<file path="config.mk">
export PLATFORM = sky130hd
export DESIGN_NAME = uart_sipo_deserializer
export DESIGN_NICKNAME = d
export VERILOG_FILES = /design/src/rtl/uart_sipo_deserializer.sv
export SDC_FILE = /design/constraint.sdc
export NUM_CORES = 1
export LEC_CHECK = 0
export CORE_MARGIN = 4
export CORE_UTILIZATION = 45
export CTS_BUF_LIST = sky130_fd_sc_hd__clkbuf_16
export DETAILED_ROUTE_END_ITERATION = 7
export GPL_TIMING_DRIVEN = 0
export PLACE_DENSITY_LB_ADDON = 0.3
export SLEW_MARGIN = 20
export SYNTH_ARGS = -nofsm -noshare
export SYNTH_HDL_FRONTEND = slang
export SYNTH_SLANG_ARGS = --single-unit
</file>
<file path="constraint.sdc">
create_clock -name clk -period 1.7 [get_ports clk]
set_clock_uncertainty 0.05 [all_clocks]
set_input_delay 0.17 -clock clk [delete_from_list [all_inputs] [get_ports clk]]
set_output_delay 0.17 -clock clk [all_outputs]
set_load 0.01 [all_outputs]
</file>
<file path="src/rtl/uart_sipo_deserializer.sv">
// uart_sipo_deserializer: serial-in/parallel-out word assembler for the UART
// receive path. It shifts sampled bits into a frame, commits the data bits to a
// held output with a valid/ready handshake, and flags short frames and overruns.
// Optional feature: define UART_SIPO_PARITY_EN to append a parity bit to each
// frame and report parity_err for the committed word.
module uart_sipo_deserializer #(
  parameter int DATA_WIDTH = 8,
  parameter bit LSB_FIRST  = 1'b1,
  parameter bit PARITY_ODD = 1'b0
) (
  input  logic                  clk,
  input  logic                  rst_n,
  input  logic                  frame_start,
  input  logic                  data_in,
  input  logic                  read,
  input  logic                  data_valid,
  output logic [DATA_WIDTH-1:0] out,
  output logic                  out_valid,
  input  logic                  out_ready,
  output logic [4:0]            bit_cnt,
  output logic                  frame_err,
  output logic                  overrun,
  output logic                  parity_err
);

`ifdef UART_SIPO_PARITY_EN
  localparam int PAR_BITS = 1;
`else
  localparam int PAR_BITS = 0;
`endif
  localparam int         FRAME_LEN   = DATA_WIDTH + PAR_BITS;
  localparam logic [4:0] FRAME_LEN_C = 5'(FRAME_LEN);

  // Insert one bit at the end selected by LSB_FIRST; after FRAME_LEN shifts the
  // first received bit sits at bit 0 (LSB_FIRST=1) or at the top (LSB_FIRST=0).
  function automatic logic [FRAME_LEN-1:0] shift_in(input logic [FRAME_LEN-1:0] sr,
                                                    input logic b);
    logic [FRAME_LEN:0] t;
    if (LSB_FIRST) begin
      t = {b, sr};
      return t[FRAME_LEN:1];
    end else begin
      t = {sr, b};
      return t[FRAME_LEN-1:0];
    end
  endfunction

  // Data bits of a full frame; the parity bit (if any) is the last one received.
  function automatic logic [DATA_WIDTH-1:0] frame_data(input logic [FRAME_LEN-1:0] sr);
    if (LSB_FIRST) return sr[DATA_WIDTH-1:0];
    else           return sr[FRAME_LEN-1 -: DATA_WIDTH];
  endfunction

  // Even parity expects XOR(data, parity) == 0, odd parity expects 1.
  function automatic logic parity_fail(input logic [DATA_WIDTH-1:0] d, input logic p);
    return ((^d) ^ p) != PARITY_ODD;
  endfunction

  logic [FRAME_LEN-1:0]  sr_q, sr_d;
  logic [4:0]            cnt_q, cnt_d;
  logic                  full_q, full_d;
  logic [DATA_WIDTH-1:0] out_q, out_d;
  logic                  out_valid_q, out_valid_d;
  logic                  ferr_q, ferr_d;
  logic                  overrun_q, overrun_d;
  logic                  perr_q, perr_d;
  logic                  commit_ok;

  // Next-state: commit/handshake on the pre-cycle state, then frame sequencing.
  always_comb begin
    sr_d        = sr_q;
    cnt_d       = cnt_q;
    full_d      = full_q;
    out_d       = out_q;
    out_valid_d = out_valid_q;
    ferr_d      = 1'b0;
    overrun_d   = overrun_q;
    perr_d      = perr_q;
    commit_ok   = data_valid && full_q && (!out_valid_q || out_ready);

    if (commit_ok) begin
      out_d       = frame_data(sr_q);
      out_valid_d = 1'b1;
`ifdef UART_SIPO_PARITY_EN
      perr_d      = parity_fail(frame_data(sr_q), LSB_FIRST ? sr_q[FRAME_LEN-1] : sr_q[0]);
`endif
    end else begin
      // A full frame with the held word still pending is lost.
      if (data_valid && full_q) overrun_d = 1'b1;
      if (out_valid_q && out_ready) out_valid_d = 1'b0;
    end

    if (data_valid && !full_q) ferr_d = 1'b1;

    if (frame_start) begin
      cnt_d  = 5'd0;
      full_d = 1'b0;
    end else if (data_valid) begin
      // A short commit still takes its same-cycle bit; a full one ignores it.
      cnt_d  = 5'd0;
      full_d = 1'b0;
      if (read && !full_q) sr_d = shift_in(sr_q, data_in);
    end else if (read && !full_q) begin
      sr_d   = shift_in(sr_q, data_in);
      cnt_d  = cnt_q + 5'd1;
      full_d = (cnt_q + 5'd1) == FRAME_LEN_C;
    end
  end

  // State registers with synchronous active-low reset.
  always_ff @(posedge clk) begin
    if (!rst_n) begin
      sr_q        <= '0;
      cnt_q       <= 5'd0;
      full_q      <= 1'b0;
      out_q       <= '0;
      out_valid_q <= 1'b0;
      ferr_q      <= 1'b0;
      overrun_q   <= 1'b0;
      perr_q      <= 1'b0;
    end else begin
      sr_q        <= sr_d;
      cnt_q       <= cnt_d;
      full_q      <= full_d;
      out_q       <= out_d;
      out_valid_q <= out_valid_d;
      ferr_q      <= ferr_d;
      overrun_q   <= overrun_d;
      perr_q      <= perr_d;
    end
  end

  assign out       = out_q;
  assign out_valid = out_valid_q;
  assign bit_cnt   = cnt_q;
  assign frame_err = ferr_q;
  assign overrun   = overrun_q;
`ifdef UART_SIPO_PARITY_EN
  assign parity_err = perr_q;
`else
  assign parity_err = 1'b0;
`endif

endmodule

</file>
### Word-level counts from Yosys, hierarchy flattened

Index checks and enable logic that the tools add are counted.

| word-level totals | value |
|---|---|
| logic and storage cells | 27 |
| output and inout bits | 17 |
| flip-flop bits (word level) | 25 |
| bits of input ports | 7 |

| cells by class | value |
|---|---|
| reductions and logical operators | 12 |
| add/sub/neg operators | 1 |
| equal/unequal tests | 1 |
| multiplexer cells | 3 |
| bitwise gates (word level) | 3 |

Operators by type and width:

| kind | count |
|---|---|
| $add 5x1->5 const B | 1 |
| $eq 5x4->1 const B | 1 |
| $logic_and 1x1->1 | 5 |
| $reduce_and 2->1 | 2 |
| $mux 1 | 3 |
| $not 1->1 | 3 |
| $reduce_or 3->1 | 1 |
| $logic_not 1->1 | 2 |
| $reduce_bool 2->1 | 1 |
| $logic_or 1x1->1 | 1 |

### Longest topological paths before layout

| logic depth | value |
|---|---|
| word-level depth | 5 |
| gate-level depth with buffers | 5 |
| gate-level depth less buffers | 5 |

### Least setup slack after synthesis

Ideal clock, no wire load.

| path | value |
|---|---|
| path kind | reg-to-reg |
| start point | register cnt_q[0], in the netlist bit_cnt[0] |
| end point | register full_q |
| arrival time | 1.181 ns |
| required time | 1.532 ns |
| cell stages (with the launch flop) | 6 |
| clock period less this slack | 1.349 ns |
| library setup time | 0.118 ns |
| path slack | 0.351 ns |
| path buffers | 0 |
| cell sequence | dfxtp_1 -> ha_1 -> nand3_1 -> xor2_1 -> a41oi_1 -> nor2_1 |

| on the way | value |
|---|---|
| cells in the longest elaborated chain, start to end | 2 |

RTL lines:

| item | RTL line | source |
|---|---|---|
| start, declared | 60 | `logic [4:0] cnt_q, cnt_d;` |
| start signal, assigned | 123 | `cnt_q <= cnt_d;` |
| $add 5x1->5 | 106 | `full_d = (cnt_q + 5'd1) == FRAME_LEN_C;` |
| $eq 5x4->1 | 106 |  |
| end signal, assigned | 124 | `full_q <= full_d;` |
| end, declared | 61 | `logic full_q, full_d;` |

No other way between the ends.
A chain may end at the register's enable or synchronous reset.

### Worst setup path after layout

| path | value |
|---|---|
| start point | register cnt_q[2], in the netlist bit_cnt[2] |
| end point | output bit_cnt[2] |

RTL lines:

| item | RTL line | source |
|---|---|---|
| end, declared | 20 | `output logic [4:0] bit_cnt,` |

No word-level cell between the ends.

==> summary.md <==
| Metric | Value |
|---|---|
| Tmin final | 1.504 ns |
| Reg2reg start | bit_cnt[0]$_SDFFE_PP0N_ |
| Critical path's slowest cell | clkdlybuf4s50_1 |
| Htree depth | 1 |
| Pins over their slew limit | 0 |
| Final setup fails | 0 |
| MaxCap Viol Count | 0 |
| WP data required | 1.48 ns |
| WL per Instance | 12.41 um |
| Post-Syn Nets | 118 |
| TritonCTS clock tree | built |
| P_int | 933.2 uW |
| Detail Route Antenna Nets | 0 |
| Die extent in y | 56.16 um |
| Sw frac | 19.88% |
| Most common flop cell mapped by yosys | dfxtp_1 |
| Area growth, synth to finish | 30.22% |
| Post-cts gate resize count | 0 |
| Worst-Skew Late Latency | 0.26 ns |
| YS warnings | 0 |
| Leakage | 0.0004618 uW |
| Unrepaired setup endpoints after global routing | false |
| IO Port Bufs | 20 |
| Mean post-synth cell area | 9.573 um^2 |
| Final #Nets | 143 |
| Yosys reg bits | 25 |
| Cell area power density | 857.2 nW/um^2 |
| Cells after Synth | 109 |
| Critical-path cell list | clkdlybuf4s50_1 |
| CTS sink cnt | 25 |
| CP bufs+invs | 1 |
| Hpwl dp | 1451 um |
| Tcrit/Tclk final | 88.46% |
| First element of the critical path | bit_cnt[2]$_SDFFE_PP0N_ |
| Clock buffer count from CTS | 3 |
| Largest net degree at the start of global routing | 15 |
| Diodes inserted | 0 |
| Min-Delay Path Depth | 2 |
| WP data arrival | 1.28 ns |
| Critical Path Start Type | register |
| Status | finished, final reports clean |
| CTS clk-pin slew, worst paths | 0.06 ns |
| Slowest Stage Delay on Critical Path | 0.58 ns |
| Fmax | 0.6649 GHz |
| Worst path depth | 1 |
| Most common cell in the synthesized netlist | dfxtp_1 |
| Asr flop ratio synth | 0% |
| CTS root buf | clkbuf_16 |
| Ranking of synthesized cells by area | dfxtp_1 48%, mux2i_1 7.7%, a21boi_0 5.8%, nor2b_1 4.8%, nand2_1 4.7% |
| Setup_tns | 0 ns |
| Hold_sp | rst_n |
| CP Max Fanout | 6 |
| Reg2Reg Capture Point | full_q$_SDFFE_PP0N_ |
| Switching power | 231.6 uW |
| CTS max path bufs | 2 |
| Hold EP | sr_q[2]$_SDFFE_PN0P_ |
| CP delay by family, top | buffers and inverters |
| Critical path endpoint category | output port |
| Final wirelength | 1998 um |
| IO Pins | 24 |
| Core area | 2212 um^2 |
| Post-synth top cells | 25 x dfxtp_1, 13 x nand2_1, 9 x o21ai_0 |
| CTS Hold Buffers Added | 0 |
| Starting Density | 47.17% |
| Area after DPL | 1279 um^2 |
| Maximum VDD drop | 0.0004573 V |
| Antenna violations before repair | 0 |
| Detailed Route Iter0 Violations | 14 |
| Area share of the leading cell type in the synthesized netlist | 47.96% |
| Fin area | 1359 um^2 |
| Clock share of power | 44.4% |
| Reg power frac | 50.8% |
| Seq/Total Area, Yosys | 47.96% |
| First-pass GRT wire length | 3394 um |
| Die footprint | 3153 um^2 |
| Vias in the first global route | 812 |
| GPL Wtd Cong | 0.7582 |
| Number of synthesized flops with an enable pin | 0 |
| Total power | 1165 uW |
| Die W | 56.16 um |
| Remaining Overflow, GRT | 0 |
| Setup Fix Bufs, Post-CTS | 0 |
| Flop2flop setup slack | 0.29 ns |
| Netlist cell types | 28 |
| DR DRC count | 0 |
| DRT Pass-1 Iters | 4 |
| Logic pwr share | 4.8% |
| Cells on worst reg2reg path | 5 |
| Overall Global Routing Usage | 13.60% |
| Via count | 807 |
| Vias per cell | 5.012 |
| Cell area after synthesis | 1044 um^2 |
| Layout cells sized above 1 | 9.023% |
| Worst Hold Class | in2reg |
| Cell taking the most area after synthesis | dfxtp_1 |
| Crit path kind | reg2out |
| Final Hold Vio Count | 0 |
| Std cell rows | 17 |
[area by class of cell]
cell class              instances  area [um^2]
repair buffers                 20        200.2
fillers                       193        853.3
plain buffers                   6        37.54
clock buffers                   3        75.07
flip-flops and latches         25        500.5
well taps                      28        35.03
clock inverters                 1        5.005
multi-input cells              78        505.5
[flip-flops by register name, indices dropped and copies added (netlist names)]
name       count
frame_err      1
out            8
out_valid      1
sr_q           8
overrun        1
full_q         1
bit_cnt        5
[layer usage]
| metal | wire length (um) | track usage, % | up-vias |
|---|---|---|---|
| met3 | 75 | 3.480 | 7 |
| met1 | 872 | 15.70 | 376 |
| met5 | 0 | 0 | - |
| li1 | - | - | 408 |
| met4 | 53 | 8.475 | 0 |
| met2 | 997 | 22.20 | 16 |
[stage by stage]
stage / setup slack, ns / hold slack [ns] / std cells / util [%]
floorplan: 0.3508 / 0.2338 / 109 / -
global placement: 0.2271 / 0.3961 / 157 / 57.81
detailed placement: 0.1779 / 0.4153 / 157 / 57.81
CTS: 0.1927 / 0.2385 / 161 / 61.43
global route: 0.1435 / 0.2730 / 161 / 61.43
finish: 0.1961 / 0.2370 / 161 / 61.43
[cell usage in the layout, fill, tap and decap left out]
cell and instances:
nand2_2 1, clkinv_2 1, nor2b_2 1, nor2_2 1, ha_1 2, a41oi_1 1
clkdlybuf4s50_1 20, or3_1 1, nand2_1 13, a21boi_0 8, nor2_1 8, conb_1 1
a21boi_1 1, nor2b_1 8, mux2i_1 8, a21oi_1 2, nand2b_1 1, o21ai_0 9
buf_4 2, nand4_1 1, o21a_1 1, dfxtp_1 25, clkbuf_16 3, xor2_1 4
nand2b_4 1, nand3_2 1, and2b_1 1, buf_6 1, xnor2_1 2, clkbuf_1 3
nand3_1 1
[worst max path at each step]
stage,to
floorplan,full_q$_SDFFE_PP0N_
global placement,out[6]$_SDFFE_PN0P_
detailed placement,out[0]$_SDFFE_PN0P_
CTS,bit_cnt[2]
global route,bit_cnt[2]
finish,bit_cnt[2]
[cells by family (layout without fill, tap and decap cells)]
group,Yosys count,count (layout),synth area share [%]
other,1,1,0.3594
adder cells (fa/ha/maj),2,2,2.398
buffers and inverters,6,30,3.597
XOR/XNOR,6,6,5.036
AND/OR/NAND/NOR,39,39,19.67
flip-flops,25,25,47.96
multiplexers,8,8,7.674
AO/OA/AOI/OAI,22,22,13.31
[power groups by stage]
stage / Sequential [uW] / Clock, uW / Combinational, uW
6_report: 592 / 517 / 55.7
5_1_grt: 593 / 543 / 60.8
4_1_cts: 592 / 521 / 56.0
3_5_place_dp: 605 / 0 / 55.7
3_3_place_gp: 605 / 0 / 55.2
2_1_floorplan: 606 / 0 / 31.8
Note: power is estimated with default switching activity, not from simulation.
